**config.mk**
```make
export PLATFORM = sky130hd
export DESIGN_NAME = fsm_line_sequencer
export DESIGN_NICKNAME = d
export VERILOG_FILES = /design/src/rtl/fsm_line_sequencer.sv
export SDC_FILE = /design/constraint.sdc
export NUM_CORES = 1
export LEC_CHECK = 0
export CORE_ASPECT_RATIO = 1.1
export CORE_MARGIN = 4
export CORE_UTILIZATION = 45
export CTS_BUF_LIST = sky130_fd_sc_hd__clkbuf_16
export CTS_CLUSTER_SIZE = 40
export DETAILED_ROUTE_END_ITERATION = 16
export PLACE_DENSITY = 0.75
export RECOVER_POWER = 50
export SLEW_MARGIN = 5
export SYNTH_ARGS = -nofsm -noshare
export SYNTH_HDL_FRONTEND = slang
export SYNTH_SLANG_ARGS = --single-unit
```
**constraint.sdc**
```tcl
create_clock -name clk -period 2.15 [get_ports clk]
set_clock_uncertainty 0.2 [all_clocks]
set_input_delay 0.43 -clock clk [delete_from_list [all_inputs] [get_ports clk]]
set_output_delay 0.43 -clock clk [all_outputs]
set_load 0.1 [all_outputs]
```
**src/rtl/fsm_line_sequencer.sv**
```systemverilog
// fsm_line_sequencer
// Line-level controller for the bottle filling and sealing cell. Runs the
// conveyor, opens the fill valve for a fixed time, hands each filled bottle to
// the sealer FSM (lleno_flag pulse + productook level), waits for the sealer's
// completion and counts sealed bottles toward a batch. Actuator and status
// outputs are decoded from the state register; bottle_count is its own register.

module fsm_line_sequencer #(
    parameter int FILL_CYCLES  = 3,
    parameter int MOVE_TIMEOUT = 8,
    parameter int SEAL_TIMEOUT = 6,
    parameter int BATCH_SIZE   = 10,
    parameter int CNT_W        = 8
) (
    input  logic             clk,
    input  logic             rst,
    input  logic             start,
    input  logic             stop,
    input  logic             bottle_present,
    input  logic             seal_done,
    output logic             conveyor_on,
    output logic             valve_open,
    output logic             lleno_flag,
    output logic             productook,
    output logic             batch_done,
    output logic             fault,
    output logic [CNT_W-1:0] bottle_count,
    output logic [2:0]       state_indicator
);

    // ------------------------------------------------------------------
    // State encoding: the numeric codes are visible on state_indicator.
    // ------------------------------------------------------------------
    typedef enum logic [2:0] {
        ST_IDLE      = 3'd0,
        ST_ADVANCE   = 3'd1,
        ST_FILL      = 3'd2,
        ST_HANDOFF   = 3'd3,
        ST_WAIT_SEAL = 3'd4,
        ST_BATCH_END = 3'd5,
        ST_FAULT     = 3'd6
    } state_t;

    localparam int NUM_STATES = 7;

    // The timer only ever needs to reach the longest limit minus one, since
    // every limit is acted upon in the cycle where the timer shows limit-1.
    localparam int T_MAX_AB = (MOVE_TIMEOUT > SEAL_TIMEOUT) ? MOVE_TIMEOUT : SEAL_TIMEOUT;
    localparam int T_MAX    = (T_MAX_AB > FILL_CYCLES) ? T_MAX_AB : FILL_CYCLES;
    localparam int TW       = (T_MAX < 2) ? 1 : $clog2(T_MAX + 1);

    localparam logic [TW-1:0]    MOVE_LAST  = TW'(MOVE_TIMEOUT - 1);
    localparam logic [TW-1:0]    SEAL_LAST  = TW'(SEAL_TIMEOUT - 1);
    localparam logic [TW-1:0]    FILL_LAST  = TW'(FILL_CYCLES - 1);
    localparam logic [TW-1:0]    TIMER_TOP  = TW'(T_MAX);
    localparam logic [CNT_W-1:0] BATCH_CNT  = CNT_W'(BATCH_SIZE);

    state_t            state_reg;
    state_t            state_next;
    logic [TW-1:0]     timer_reg;
    logic [TW-1:0]     timer_next;
    logic [CNT_W-1:0]  count_reg;
    logic [CNT_W-1:0]  count_next;
    logic [CNT_W-1:0]  count_inc;
    logic              stop_pending_reg;
    logic              stop_pending_next;
    logic              go_req;
    logic              timed_state;
    logic              bottle_phase;
    logic [NUM_STATES-1:0] state_hot;

    // A production request is honoured only when stop is not also asserted.
    assign go_req = start & ~stop;

    // Saturating increment keeps the count from ever passing the batch size.
    assign count_inc = (count_reg >= BATCH_CNT) ? count_reg : (count_reg + 1'b1);

    // ------------------------------------------------------------------
    // One-hot view of the state register used by the output decode.
    // ------------------------------------------------------------------
    generate
        for (genvar gi = 0; gi < NUM_STATES; gi++) begin : g_state_hot
            assign state_hot[gi] = (state_reg == state_t'(gi));
        end
    endgenerate

    // States in which the cycle timer advances.
    assign timed_state  = state_hot[ST_ADVANCE] | state_hot[ST_FILL] | state_hot[ST_WAIT_SEAL];

    // States belonging to an in-flight bottle, where a stop is deferred.
    assign bottle_phase = state_hot[ST_FILL] | state_hot[ST_HANDOFF] | state_hot[ST_WAIT_SEAL];

    // State register, cycle timer, batch counter and deferred-stop flag.
    always_ff @(posedge clk) begin
        if (rst) begin
            state_reg        <= ST_IDLE;
            timer_reg        <= '0;
            count_reg        <= '0;
            stop_pending_reg <= 1'b0;
        end else begin
            state_reg        <= state_next;
            timer_reg        <= timer_next;
            count_reg        <= count_next;
            stop_pending_reg <= stop_pending_next;
        end
    end

    // Next-state and counter-update logic.
    always_comb begin
        state_next = state_reg;
        count_next = count_reg;
        case (state_reg)
            ST_IDLE: begin
                if (go_req) begin
                    state_next = ST_ADVANCE;
                end
            end
            ST_ADVANCE: begin
                // A bottle arriving on the last allowed cycle still wins.
                if (bottle_present) begin
                    state_next = ST_FILL;
                end else if (stop) begin
                    state_next = ST_IDLE;
                end else if (timer_reg == MOVE_LAST) begin
                    state_next = ST_FAULT;
                end
            end
            ST_FILL: begin
                // Losing the bottle under an open valve is always a fault.
                if (!bottle_present) begin
                    state_next = ST_FAULT;
                end else if (timer_reg == FILL_LAST) begin
                    state_next = ST_HANDOFF;
                end
            end
            ST_HANDOFF: begin
                state_next = ST_WAIT_SEAL;
            end
            ST_WAIT_SEAL: begin
                if (seal_done) begin
                    count_next = count_inc;
                    if (count_inc == BATCH_CNT) begin
                        state_next = ST_BATCH_END;
                    end else if (stop_pending_reg || stop) begin
                        state_next = ST_IDLE;
                    end else begin
                        state_next = ST_ADVANCE;
                    end
                end else if (timer_reg == SEAL_LAST) begin
                    state_next = ST_FAULT;
                end
            end
            ST_BATCH_END: begin
                if (go_req) begin
                    state_next = ST_ADVANCE;
                    count_next = '0;
                end
            end
            ST_FAULT: begin
                state_next = ST_FAULT;
            end
            default: begin
                state_next = ST_IDLE;
            end
        endcase
    end

    // Timer restarts on every state change and otherwise counts the cycles
    // spent in a timed state; it saturates rather than wrapping.
    always_comb begin
        timer_next = timer_reg;
        if (state_next != state_reg) begin
            timer_next = '0;
        end else if (timed_state && (timer_reg != TIMER_TOP)) begin
            timer_next = timer_reg + 1'b1;
        end
    end

    // Deferred stop: remembered during a bottle's cycle, forgotten on reaching IDLE.
    always_comb begin
        stop_pending_next = stop_pending_reg;
        if (state_next == ST_IDLE) begin
            stop_pending_next = 1'b0;
        end else if (stop && bottle_phase) begin
            stop_pending_next = 1'b1;
        end
    end

    // Moore output decode from the state register.
    always_comb begin
        conveyor_on     = state_hot[ST_ADVANCE];
        valve_open      = state_hot[ST_FILL];
        lleno_flag      = state_hot[ST_HANDOFF];
        productook      = state_hot[ST_HANDOFF] | state_hot[ST_WAIT_SEAL];
        batch_done      = state_hot[ST_BATCH_END];
        fault           = state_hot[ST_FAULT];
        state_indicator = state_reg;
    end

    assign bottle_count = count_reg;

endmodule

```
# == After elaboration in Yosys (flattened, before gate mapping) ==
# Cells that the tools add are included.
# op_classes
n_eq_ne,14
n_addsub,2
mux,15
order_cmp,1
bitwise,7
reduce_logical,10
# ops
op,n
$mux W3,9
$mux W8,3
$pmux W3 S6,1
$pmux W8 S2,1
$eq A3 B3 Y1 const B,3
$add A8 B1 Y8 const B,1
$eq A4 B3 Y1 const B,2
$eq A8 B4 Y1 const B,1
$ge A8 B4 Y1 const B,1
$eq A3 B2 Y1 const B,2
$logic_not A3 Y1,2
$reduce_or A2 Y1,3
$or A1 B1 Y1,5
$add A4 B1 Y4 const B,1
$eq A4 B2 Y1 const B,1
$ne A4 B4 Y1 const B,1
$eq A3 B1 Y1 const B,1
$ne A3 B3 Y1,1
$reduce_and A3 Y1,1
$logic_and A1 B1 Y1,2
$ne A2 B1 Y1 const B,1
$ne A2 B2 Y1 const B,1
$reduce_bool A2 Y1,1
$and A1 B1 Y1,1
3 further kinds,3
# word_totals
out_inout_bits,17
regBits,16
elab_cells,53

# == Depth between registers and ports, before layout ==
# depth
word_depth,8
depth_mapped,8
mapped_depth_nobuf,7

# == Worst setup path after synthesis ==
# No wires, ideal clock.
# synth_timing
kind,register to output
from,reg state_reg[2] (netlist: state_indicator[2])
to,out fault
arrival_time_ns,3.491
path_slack_ns,-1.971
path_stages_with_launch,4
n_path_buf,1
t_required_ns,1.520
cell_sequence,dfxtp_1 clkbuf_1 inv_1 nor3_1
# synth_between
elab_chain_cells,1
# synth_lines
element,line,text
"start, declared",58,state_t state_reg;
"start signal, assigned",101,state_reg <= state_next;
$eq A3 B3 Y1,83,assign state_hot[gi] = (state_reg == state_t'(gi));
"end, declared",26,"output logic fault,"
# Every way passes these cells.

# == Worst setup path after layout ==
# layout_timing
from,reg state_reg[0] (netlist: state_indicator[0])
to,reg timer_reg[3]
# layout_between
elab_chain_cells,6
elab_cells_between_ends,22
classes_between,eq/ne: 7; mux: 9; bitwise: 2; reduce/logical: 4
# layout_lines
element,line,text
$mux W3,124,end else if (timer_reg == MOVE_LAST) begin
$mux W3,122,end else if (stop) begin
$mux W3,120,if (bottle_present) begin
$pmux W3 S6,112,case (state_reg)
$ne A3 B3 Y1,172,if (state_next != state_reg) begin
$reduce_or A2 Y1 (no line),n/a,
"end signal, assigned",102,timer_reg <= timer_next;
"end, declared",60,logic [TW-1:0] timer_reg;
# Several ways; a longest one is shown, not always the timed one.
# A chain may end at the register's enable or synchronous reset.

==> run summary <==
The logs give 2.32 mm for the half-perimeter wire length after detailed placement and 0 for the number of pins exceeding their max-slew limit in the final report. For the worst path required time, the log shows 2120 ps. The run gives 18 as the total number of placement rows. The checks that failed: setup timing. The tools report the endpoint of the lowest-slack register-to-register path as timer_reg[3]$_SDFFE_PP0P_.

The part of the power in registers is 0.372, and the post-CTS clock slew at the launch and capture registers of the worst setup and hold paths is 50 ps. By area the synthesized netlist is led by dfxtp_1 30%, ha_1 7.1%, nor2_1 5.0%. The largest delay contributor family on the critical path is simple AND/OR/NAND/NOR gates. After synthesis, the mean cell area works out to 7.80 µm². The core utilization of the finished layout was 0.759; the number of buffers created by CTS was 3. The tool flagged a number of max-cap violations equal to 0.

The DRC violation count after routing was 0. The prevailing post-synth register cell is dfxtp_1. In the final routed layout, each cell accounts on average for 15.7 µm. Setup violations remaining at the end of the flow were counted as 3. The setup check on the worst reg-to-reg path leaves a slack of -20 ps. In this run the cell area of the synthesized design comes to 0.00105 mm².

Remaining antenna violation count after routing: 0. dfxtp_1 takes more of the synthesized area than any other cell. Worst-case hold path end point: bottle_count[6]$_SDFFE_PP0P_. Setup repair after global routing could not meet its margin everywhere. No sink is reached through more buffers than the 2 on the longest clock path.

dfxtp_1 is the most common cell in the netlist. The first global-routing pass estimated 5.17 mm of wire. The multi-input combinational cells in the finished layout cover a total of 778 µm².

The floorplan step set the die height to 58.7 µm. The fraction of synthesized cell area taken by the top area cell type is 0.304, and the synthesized net count is 147. Across the whole layout, storage elements account for 337 µm².

The kind of capture point of the worst setup path was a flop. The number of antenna cells inserted is 0, and the cell-internal power is 606 µW. In this run the worst path has a maximum fanout of 4. 23 I/O pins were placed.

Entering global routing, the biggest net connects 15 pins. In the final design database the tool counted 183 nets. The share of the yosys chip area belonging to registers is 0.304.

Once placement completed, the tool counted placed cells totaling 196. The max-slew headroom at the worst pin is 0.634, and the power density over cell area is 483 mW/mm². The critical path is of the reg -> reg type. The proportion of synthesized flip-flops having asynchronous set or reset is 0. For this run, the detailed router's first-pass iteration total came to 4.

Setup slack of the critical path after layout: -24.4 ps. The critical path goes through or4b_4 -> a21o_1 -> and3_4 -> or4_4 -> nor3_2. Path category of the worst min-delay check: reg -> reg. The floorplan step defined a die boundary enclosing 0.00318 mm².

The final worst-path cycle share came out at 1.01. The worst setup path is launched from a flop. The number of global-route vias before repair came out at 1,143. The number of cells on the worst reg-to-reg path came out at 5.

For this design the static power due to leakage is 0.673 nW. The run finished, with violations left. For this run, the number of standard cells in the final layout without fillers is 200. The count of fill cells added during filler insertion is 145. Layout cell share with drive strength beyond 1: 0.365.

The register with the most flip-flops in the layout has 8 of them. The Yosys step of the flow raised 0 warnings. Static timing analysis puts the maximum clock frequency at 0.460 GHz.

For the maximum vdd ir drop, the log shows 518 µV. For the H-tree depth, the log shows 1. Net switching fraction of the power: 0.259. For this run, the slowest stage of the critical path takes 560 ps.

The number of hold buffers added after CTS was 0. The tools report the count of mapped cells out of synthesis as 135. Sorting the synthesized cells by how often they occur yields 16 x dfxtp_1, 14 x nor2_1, 11 x inv_1, 9 x nor3_1. The floorplan step set the die width to 54.1 µm. The slowest cell on the critical path was or4_4. STA puts the critical path data arrival time at 2140 ps.

The number of vias per cell was 5.91; the number of enable flip-flop cells after synthesis was 0. The total congestion overflow after global routing came out at 0. The beginning of the worst register-to-register path is state_indicator[0]$_SDFF_PP0_.

The total via count in the routed design was 1,181. The startpoint of the most critical hold path was bottle_count[6]$_SDFFE_PP0P_. The number of distinct library cells after synthesis came out at 43. Part of the power in combinational logic: 0.187.

The initial core utilization came out at 0.473. In this run the power spent charging and discharging nets is 211 µW. For this design, the sink count on the clock tree is 16. The logs give 3.14 mm for the total routed wirelength and 0.217 for the overall track demand over capacity in global routing. The area growth from synthesis to final layout came out at 60.7%. The run gives 0 as the initial antenna violation count. The cell count of the worst hold path works out to 1. The run gives 0.442 as the power share of the clock group. The smallest clock period supported by the final layout is computed as 2170 ps.

The detailed router finished its first iteration with 42 violations. The slew at the pin closest to its max-slew limit works out to 552 ps. In this run the clock root is driven by a clkbuf_16.

Routability-driven placement finished with a final weighted congestion of 0.870. The standard cell core area is 0.00223 mm², and the final number of hold-violating endpoints is 0. TritonCTS built the clock tree. The number of synthesized register bits was 16; the latest clock arrival within the worst-skew pair was 250 ps. Counting both buffers and inverters, the worst setup path holds a total of 0. The count of input and output buffers works out to 22.
==> stage by stage <==
step           setup WS (ps)  total power [mW]  TNS (ps)  hold WS (ps)  instance area (µm²)
6_report               -24.4             0.817     -47.5           308                 1690
5_1_grt                -60.0             0.843      -204           328                 1690
3_5_place_dp            -593             0.457     -2600           315                 1660
4_1_cts                -86.1             0.818      -149           325                 1760
2_1_floorplan           -256             0.403     -1340           289                 1180
3_3_place_gp            -518             0.454     -2310           301                 1660
==> worst max-delay path by stage <==
stage	end	depth (start not counted)	slack [ps]	from
floorplan	productook	4	-260	state_indicator[0]$_SDFF_PP0_
global placement	timer_reg[0]$_SDFFE_PP0P_	6	-520	start
detailed placement	timer_reg[0]$_SDFFE_PP0P_	6	-590	start
CTS	timer_reg[3]$_SDFFE_PP0P_	5	-90	state_indicator[0]$_SDFF_PP0_
global route	timer_reg[1]$_SDFFE_PP0P_	5	-60	state_indicator[0]$_SDFF_PP0_
finish	timer_reg[3]$_SDFFE_PP0P_	5	-20	state_indicator[0]$_SDFF_PP0_
==> routing by layer <==
layer  global-route usage  routed length (µm)  up-vias
met5                    0                   0        -
met2                0.373                1590       51
met3               0.0380                 192       11
met4               0.0890                  84        0
met1                0.260                1270      554
li1                     -                   -      565
==> worst register-to-register path, stage by stage (launching register included) <==
cell	delay (ps)
dfxtp_4	340
or4b_4	510
a21o_1	190
and3_4	160
or4_4	560
nor3_2	140
==> cell usage in the layout, fill, tap and decap left out, drive strengths merged, types with 2 or more instances in the layout <==
cell type      instances
nor2                  14
nand3b                 2
a21oi                  7
o211ai                 2
or2                    3
inv                   11
and2                   2
and3                   6
nand3                  6
dfxtp                 16
o21ai                  3
nand2                  7
clkdlybuf4s50          3
xnor2                  3
nor3                   9
buf                   26
o31a                   2
a31oi                  3
nor4                   2
nand2b                 3
clkbuf                 9
or3                    2
ha                     6
==> cell families (layout without fill, tap and decap cells) <==
| kind of cell | Yosys count | in the layout | share of synthesized area |
|---|---|---|---|
| AO/OA/AOI/OAI | 28 | 28 | 0.185 |
| XOR/XNOR | 4 | 4 | 0.0333 |
| adder cells (fa/ha/maj) | 6 | 6 | 0.0713 |
| buffers and inverters | 16 | 51 | 0.0570 |
| flip-flops | 16 | 16 | 0.304 |
| multiplexers | 1 | 1 | 0.00950 |
| AND/OR/NAND/NOR | 64 | 64 | 0.340 |
==> power by group through the flow <==
stage	logic, mW	registers (mW)	clock network, mW
after floorplan	0.0775	0.325	0
after detailed placement	0.148	0.309	0
after global placement	0.144	0.309	0
after global routing	0.160	0.304	0.379
final	0.153	0.304	0.361
after CTS	0.151	0.303	0.364
==> cell type report <==
cell class / count / area share
tap: 30 / 0.0222
multi-input combinational: 103 / 0.460
clock inverter: 1 / 0.00222
inverter: 11 / 0.0296
clock buffer: 3 / 0.0443
timing repair buffer: 36 / 0.243
sequential: 16 / 0.199
==> timing repair <==
action	CTS	global route
gates resized for setup	10	4
endpoints found under the setup margin	4	6
cloned	0	0
buffers inserted	0	0
pin swaps	5	2
No activity file was read; power rests on OpenSTA's default activity.
